==> src/rtl/shift_sequencer.sv <==
// Multi-cycle shifter driver: applies a 1-bit shift op `amount` times, one step per clock.
// Optional carry-out port enabled by defining SHIFT_COUT_EN.
module shift_sequencer #(
    parameter int WIDTH = 16,
    parameter int AMT_W = 4
) (
    input  logic             clk,
    input  logic             reset_n,
    input  logic             start,
    input  logic [WIDTH-1:0] in,
    input  logic [1:0]       shift,
    input  logic [AMT_W-1:0] amount,
    output logic             busy,
    output logic             done,
    output logic [WIDTH-1:0] sout
`ifdef SHIFT_COUT_EN
    ,
    output logic             cout
`endif
);

    typedef enum logic [1:0] {
        IDLE = 2'd0,
        RUN  = 2'd1,
        DONE = 2'd2
    } state_t;

    state_t           state, state_nxt;
    logic [AMT_W-1:0] count;
    logic [1:0]       op;
    logic             accept;

    function automatic logic [WIDTH-1:0] step(input logic [WIDTH-1:0] a, input logic [1:0] o);
        case (o)
            2'b01:   step = {a[WIDTH-2:0], 1'b0};
            2'b10:   step = {1'b0, a[WIDTH-1:1]};
            2'b11:   step = {a[WIDTH-1], a[WIDTH-1:1]};
            default: step = a;
        endcase
    endfunction

    // Starts arriving while RUN is in progress are dropped entirely.
    assign accept = start && (state != RUN);

    // NOTE: next-state is assigned a default before the case so no path leaves it
    // unassigned; otherwise synthesis infers a latch.
    always_comb begin
        state_nxt = state;
        case (state)
            IDLE, DONE: begin
                if (start)
                    state_nxt = (amount == '0) ? DONE : RUN;
                else
                    state_nxt = IDLE;
            end
            RUN: begin
                if (count == AMT_W'(1))
                    state_nxt = DONE;
            end
            default: state_nxt = IDLE;
        endcase
    end

    // NOTE: registers use non-blocking assignments so every flop samples the
    // pre-edge value of the others, matching real hardware.
    always_ff @(posedge clk or negedge reset_n) begin
        if (!reset_n) begin
            state <= IDLE;
            count <= '0;
            op    <= 2'b00;
            sout  <= '0;
        end else begin
            state <= state_nxt;
            if (accept) begin
                sout  <= in;
                op    <= shift;
                count <= amount;
            end else if (state == RUN) begin
                sout  <= step(sout, op);
                count <= count - AMT_W'(1);
            end
        end
    end

`ifdef SHIFT_COUT_EN
    always_ff @(posedge clk or negedge reset_n) begin
        if (!reset_n) begin
            cout <= 1'b0;
        end else if (accept) begin
            cout <= 1'b0;
        end else if (state == RUN) begin
            case (op)
                2'b01:        cout <= sout[WIDTH-1];
                2'b10, 2'b11: cout <= sout[0];
                default:      cout <= 1'b0;
            endcase
        end
    end
`endif

    assign busy = (state == RUN);
    assign done = (state == DONE);

endmodule

==> config.mk <==
export PLATFORM = sky130hd
export DESIGN_NAME = shift_sequencer
export DESIGN_NICKNAME = d
export VERILOG_FILES = /design/src/rtl/shift_sequencer.sv
export SDC_FILE = /design/constraint.sdc
export NUM_CORES = 1
export LEC_CHECK = 0
export CORE_ASPECT_RATIO = 0.6
export CORE_MARGIN = 2
export CORE_UTILIZATION = 47
export DETAILED_ROUTE_END_ITERATION = 7
export GPL_TIMING_DRIVEN = 1
export PLACE_DENSITY_LB_ADDON = 0.2
export SYNTH_ARGS = -nofsm -noshare
export SYNTH_HDL_FRONTEND = slang
export SYNTH_SLANG_ARGS = --single-unit
==> constraint.sdc <==
create_clock -name clk -period 1.9 [get_ports clk]
set_input_delay 0.19 -clock clk [delete_from_list [all_inputs] [get_ports clk]]
set_output_delay 0.19 -clock clk [all_outputs]
set_load 0.01 [all_outputs]
# [Yosys cells after proc, flatten, opt, wreduce, memory -nomap -nowiden]
# Index checks and enable logic that the tools add are counted.
[word_totals] in_bits=25 out_inout_bits=18 elab_cells=33 ff_bits=24
[op_classes] n_addsub=1 n_reduce_logical=9 n_mux=9 n_eq_ne=9
[ops] operator="16-bit case mux with 3 select lines" count=1
[ops] operator="16-bit 2-to-1 mux" count=2
[ops] operator="4-bit 2-to-1 mux" count=2
[ops] operator="2-bit equality test, second input constant" count=3
[ops] operator="2-bit 2-to-1 mux" count=3
[ops] operator="2-bit by 1-bit equality test with 1-bit output, second input constant" count=2
[ops] operator="4-bit by 1-bit equality test with 1-bit output, second input constant" count=1
[ops] operator="4-bit zero test" count=1
[ops] operator="2-bit by 1-bit inequality test with 1-bit output, second input constant" count=2
[ops] operator="2-bit case mux with 2 select lines" count=1
[ops] operator="4-bit nonzero test" count=1
[ops] operator="4-bit by 1-bit subtractor with 4-bit output, second input constant" count=1
[ops] operator="3-bit AND reduction" count=1
[ops] operator="3-bit nonzero test" count=1
[ops] operator="2-bit zero test" count=1
[ops] operator="2-bit inequality test, second input constant" count=1
[ops] operator="2-bit AND reduction" count=1
[ops] operator="2-bit nonzero test" count=1
[ops] operator="2-bit OR reduction" count=1
[ops] operator="1-bit logical AND" count=1

# [Longest topological paths before layout]
# Gate-level depths: netlist (run 1).
[depth] depth_word=4 ltp_mapped=8 ltp_nobuf=6

# [Worst setup path after synthesis (run 1)]
# No wires, ideal clock.
[synth_path] path_type="register to register" start="register op[1]" end="register sout[15]" stages_incl_launch_ff=9 arrival_ps=1227 n_path_buf=2 slack_ps=543 t_required_ps=1770 cell_sequence="dfrtp_1 -> buf_4 -> buf_6 -> inv_1 -> ha_1 -> nand2_1 -> o22ai_1 -> a32oi_1 -> o21ai_0"
[synth_via] elab_chain_len=4
[synth_rtl] item="start, declared" line_no="30" source="logic [1:0] op;"
[synth_rtl] item="start signal, assigned" line_no="76" source="op <= shift;"
[synth_rtl] item="2-bit equality test / 2-bit by 1-bit equality test with 1-bit output (equally long branches)" line_no="34" source="case (o)"
[synth_rtl] item="16-bit case mux with 3 select lines" line_no="34"
[synth_rtl] item="16-bit 2-to-1 mux" line_no="78" source="end else if (state == RUN) begin"
[synth_rtl] item="16-bit 2-to-1 mux" line_no="74" source="if (accept) begin"
[synth_rtl] item="end signal, assigned" line_no="75" source="sout <= in;"
[synth_rtl] item="end signal, assigned" line_no="79" source="sout <= step(sout, op);"
[synth_rtl] item="end, declared" line_no="15" source="output logic [WIDTH-1:0] sout"
# Several ways; a longest one is shown, not always the timed one. The select of a mux whose other input is x is not followed.
# A chain may end at the register's enable or synchronous reset.

# [Final worst setup path (run 1)]
[layout_path] start="register state[1]" end="output port busy"
[layout_via] elab_chain_len=1
[layout_rtl] item="start, declared" line_no="28" source="state_t state, state_nxt;"
[layout_rtl] item="start signal, assigned" line_no="73" source="state <= state_nxt;"
[layout_rtl] item="2-bit by 1-bit equality test with 1-bit output" line_no="101" source="assign busy = (state == RUN);"
[layout_rtl] item="end, declared" line_no="13" source="output logic busy,"
# No other way between the ends.

==> results of run 1 <==
-- flip-flops by register name (all words and copies together) (netlist names) --
register / cells
count: 4
state: 2
op: 2
sout: 16
-- per-stage QoR --
step                      std cells  utilization (%)  instance area (um^2)  hold WS (ns)  setup slack, ns
after floorplan                 161                -                  1440        -0.106            0.543
after global placement          238             64.6                  1870         0.516            0.259
after detailed placement        238             64.6                  1870         0.530            0.217
after CTS                       242             67.1                  1940         0.275           0.0699
after global routing            242             67.1                  1940         0.292          0.00491
final                           242             67.1                  1940         0.267           0.0685
-- layout make-up --
class                           instances  area, um^2
Fill cell                             237         951
Clock inverter                          1        30.0
Sequential cell                        24         601
Clock buffer                            3        41.3
Tap cell                               42        52.6
Timing Repair Buffer                   46         450
Multi-Input combinational cell        119         733
Inverter                                7        31.3
-- worst min-delay path by stage --
| stage | start | endpoint | cells past startpoint |
|---|---|---|---|
| floorplan | reset_n | count[0] | 0 |
| global placement | sout[14] | sout[14] | 2 |
| detailed placement | sout[14] | sout[14] | 2 |
| CTS | reset_n | sout[9] | 2 |
| global route | reset_n | count[3] | 2 |
| finish | reset_n | count[0] | 2 |
-- power groups by stage --
stage	Combinational (uW)	Sequential, uW	Clock [uW]
after floorplan	1180	1000	0
after global placement	1720	979	0
after detailed placement	1770	993	0
after CTS	1780	987	464
after global routing	2000	1020	479
final	1770	991	457
-- metal layers --
layer,track usage (%),up-vias,wire (um)
met5,0,-,0
met4,4.21,0,10
met3,5.15,2,229
met2,33.7,46,1580
met1,30.0,633,1710
li1,-,651,-
-- critical path: stages, from the launching register on --
cell and delay [ns]:
dfrtp_1 0.41, nand2b_4 0.27, clkinv_4 0.14, clkdlybuf4s50_1 0.54
-- cells by family after synthesis --
group / count (synthesis)
adder cells (fa/ha/maj): 6
buffers and inverters: 18
flip-flops: 24
AND/OR/NAND/NOR: 40
multiplexers: 12
XOR/XNOR: 1
AO/OA/AOI/OAI: 60
-- synth_stat cells (all sizes together) --
cell,n
nand4bb,1
nand3,1
o32ai,1
a21boi,1
dfrtp,24
o22ai,1
and2b,1
o31ai,2
a211oi,3
ha,6
nor4,1
nand2b,1
nor3,1
a32oi,1
nor2,6
a22oi,1
nand2,25
o21ai,23
mux2i,12
nor3b,2
a21oi,26
a221o,1
nor2b,1
buf,11
inv,6
xor2,1
clkinv,1
==> flow_metrics.py, run 1 <==
metrics = {
    "synthesis": {
        "synth_cells": 161,
        "synth_adder_area_share_pct": 5.21,
        "yosys.area_share.simple_pct": 13.5,
        "synth_top_family_by_area": "compound AO/OA/AOI/OAI gates",
        "seq_area_frac_synth_pct": 41.7,
        "synth_compound_area_share_pct": 23.3,
        "synth_area_um2": 1440,
        "synth_nets": 192,
        "ys_seq_elements": 24,
        "synthMuxAreaShare_pct": 8.34,
        "yosysUniqueCellTypes": 33,
        "yosysTopAreaCell": "dfrtp_1",
        "synth_area_leaders": "dfrtp_1, a21oi_1, mux2i_1",
        "yosysWarnings": 0,
        "synth_top_cell_area_share_pct": 41.7,
        "synth.avg_cell_area_um2": 8.94,
        "synth-xor-area-share_pct": 0.608,
    },
    "clocking": {
        "htreeDepth": 1,
        "cts_tree": "done",
        "cts_hold_buf": 0,
        "clkSinkCount": 24,
        "cts_buffers": 3,
        "clock_path_buffers": 2,
        "postCtsSetupBuffers": 0,
        "cts_root_buffer": "clkbuf_8",
        "path_clk_slew_ns": 0.09,
        "clk_latency_ns": 0.27,
        "post_cts_resized": 0,
    },
    "timing": {
        "finalHoldViolations": 0,
        "slew_headroom_pct": 67.1,
        "clock.fmax_mhz": 546,
        "rsz0062_at_grt": "false",
        "finClkSkew_ns": 0.00773,
        "worst_pin_slew_ns": 0.492,
        "slew_violations": 0,
        "fin_crit_ns": 1.83,
        "fin_crit_sh_pct": 96.4,
        "timing.setup.tns_ns": 0,
        "setup_violations": 0,
    },
    "power_and_ir_drop": {
        "pwr-share-seq_pct": 30.8,
        "total_power_uw": 3220,
        "ir_drop_uv": 664,
        "clock_power_share_pct": 14.2,
        "p_switching_uw": 1370,
        "p_leak_uw": 0.000808,
        "swShare_pct": 42.4,
        "cellInternalPower_uw": 1850,
        "combPwrFrac_pct": 55.0,
        "power_per_cell_area_nw_per_um2": 1660,
    },
    "layout": {
        "mostFrequentLayoutCells": "clkdlybuf4s50_1, a21oi_1, nand2_1",
        "diodes": 0,
        "drive_above_1_share_pct": 6.50,
        "areaGrowthSynthToFinish_pct": 34.7,
        "layout_commonest_cell": "clkdlybuf4s50_1",
        "nets": 232,
    },
    "route": {
        "routedWlPerCell_um": 14.6,
        "routed_wl_um": 3540,
        "drt_pre_antenna_iters": 6,
        "drc": 0,
        "viasPerCell": 5.50,
        "num_vias": 1332,
        "route.antenna.remaining_nets": 0,
        "first_iter_violations": 83,
    },
    "placement": {
        "dp_hpwl_um": 2500,
        "gp_congestion": 0.849,
        "port_buffers": 42,
    },
    "grt": {
        "grt_pass1_vias": 1165,
        "antenna_found_initial": 0,
        "track_usage_pct": 21.2,
        "grt_pass1_wl_um": 5530,
        "grt_remaining_overflow": 0,
        "grt_max_degree": 31,
    },
    "critical_path": {
        "end_kind": "output port",
        "cp-start-kind": "flip-flop",
        "r2r-end": "sout[13]",
        "reg2reg_slack_ns": 0.23,
        "worst-setup-path-type": "reg2out",
        "r2r-start": "state[0]",
        "critPathLaunch": "state[1]",
        "crit_required_ns": 1.71,
        "reg2reg_depth": 5,
        "cp_max_fo": 23,
        "crit_arrival_ns": 1.64,
        "endpoint": "busy",
    },
    "floorplanning": {
        "initial_core_util_pct": 49.8,
        "rows": 15,
        "die-height_um": 46.9,
        "die_area_um2": 3540,
        "core_area_um2": 2890,
        "ios": 43,
        "die_w_um": 75.5,
    },
    "worst_hold_path": {
        "hold_class": "in2async",
    },
    "run_status": {
        "outcome": "finished clean",
    },
    "flow_run": {
        "cap_violations": 0,
    },
}
Note: power is estimated with default switching activity, not from simulation.
==> run 2: changes to the inputs <==
--- a/config.mk
+++ b/config.mk
@@ -5,6 +5,7 @@
 export SDC_FILE = /design/constraint.sdc
 export NUM_CORES = 1
 export LEC_CHECK = 0
+export CAP_MARGIN = 20
 export CORE_ASPECT_RATIO = 0.6
 export CORE_MARGIN = 2
 export CORE_UTILIZATION = 47
==> results of run 2 <==
The final DEF is identical to that of run 1; final timing and power are the same.
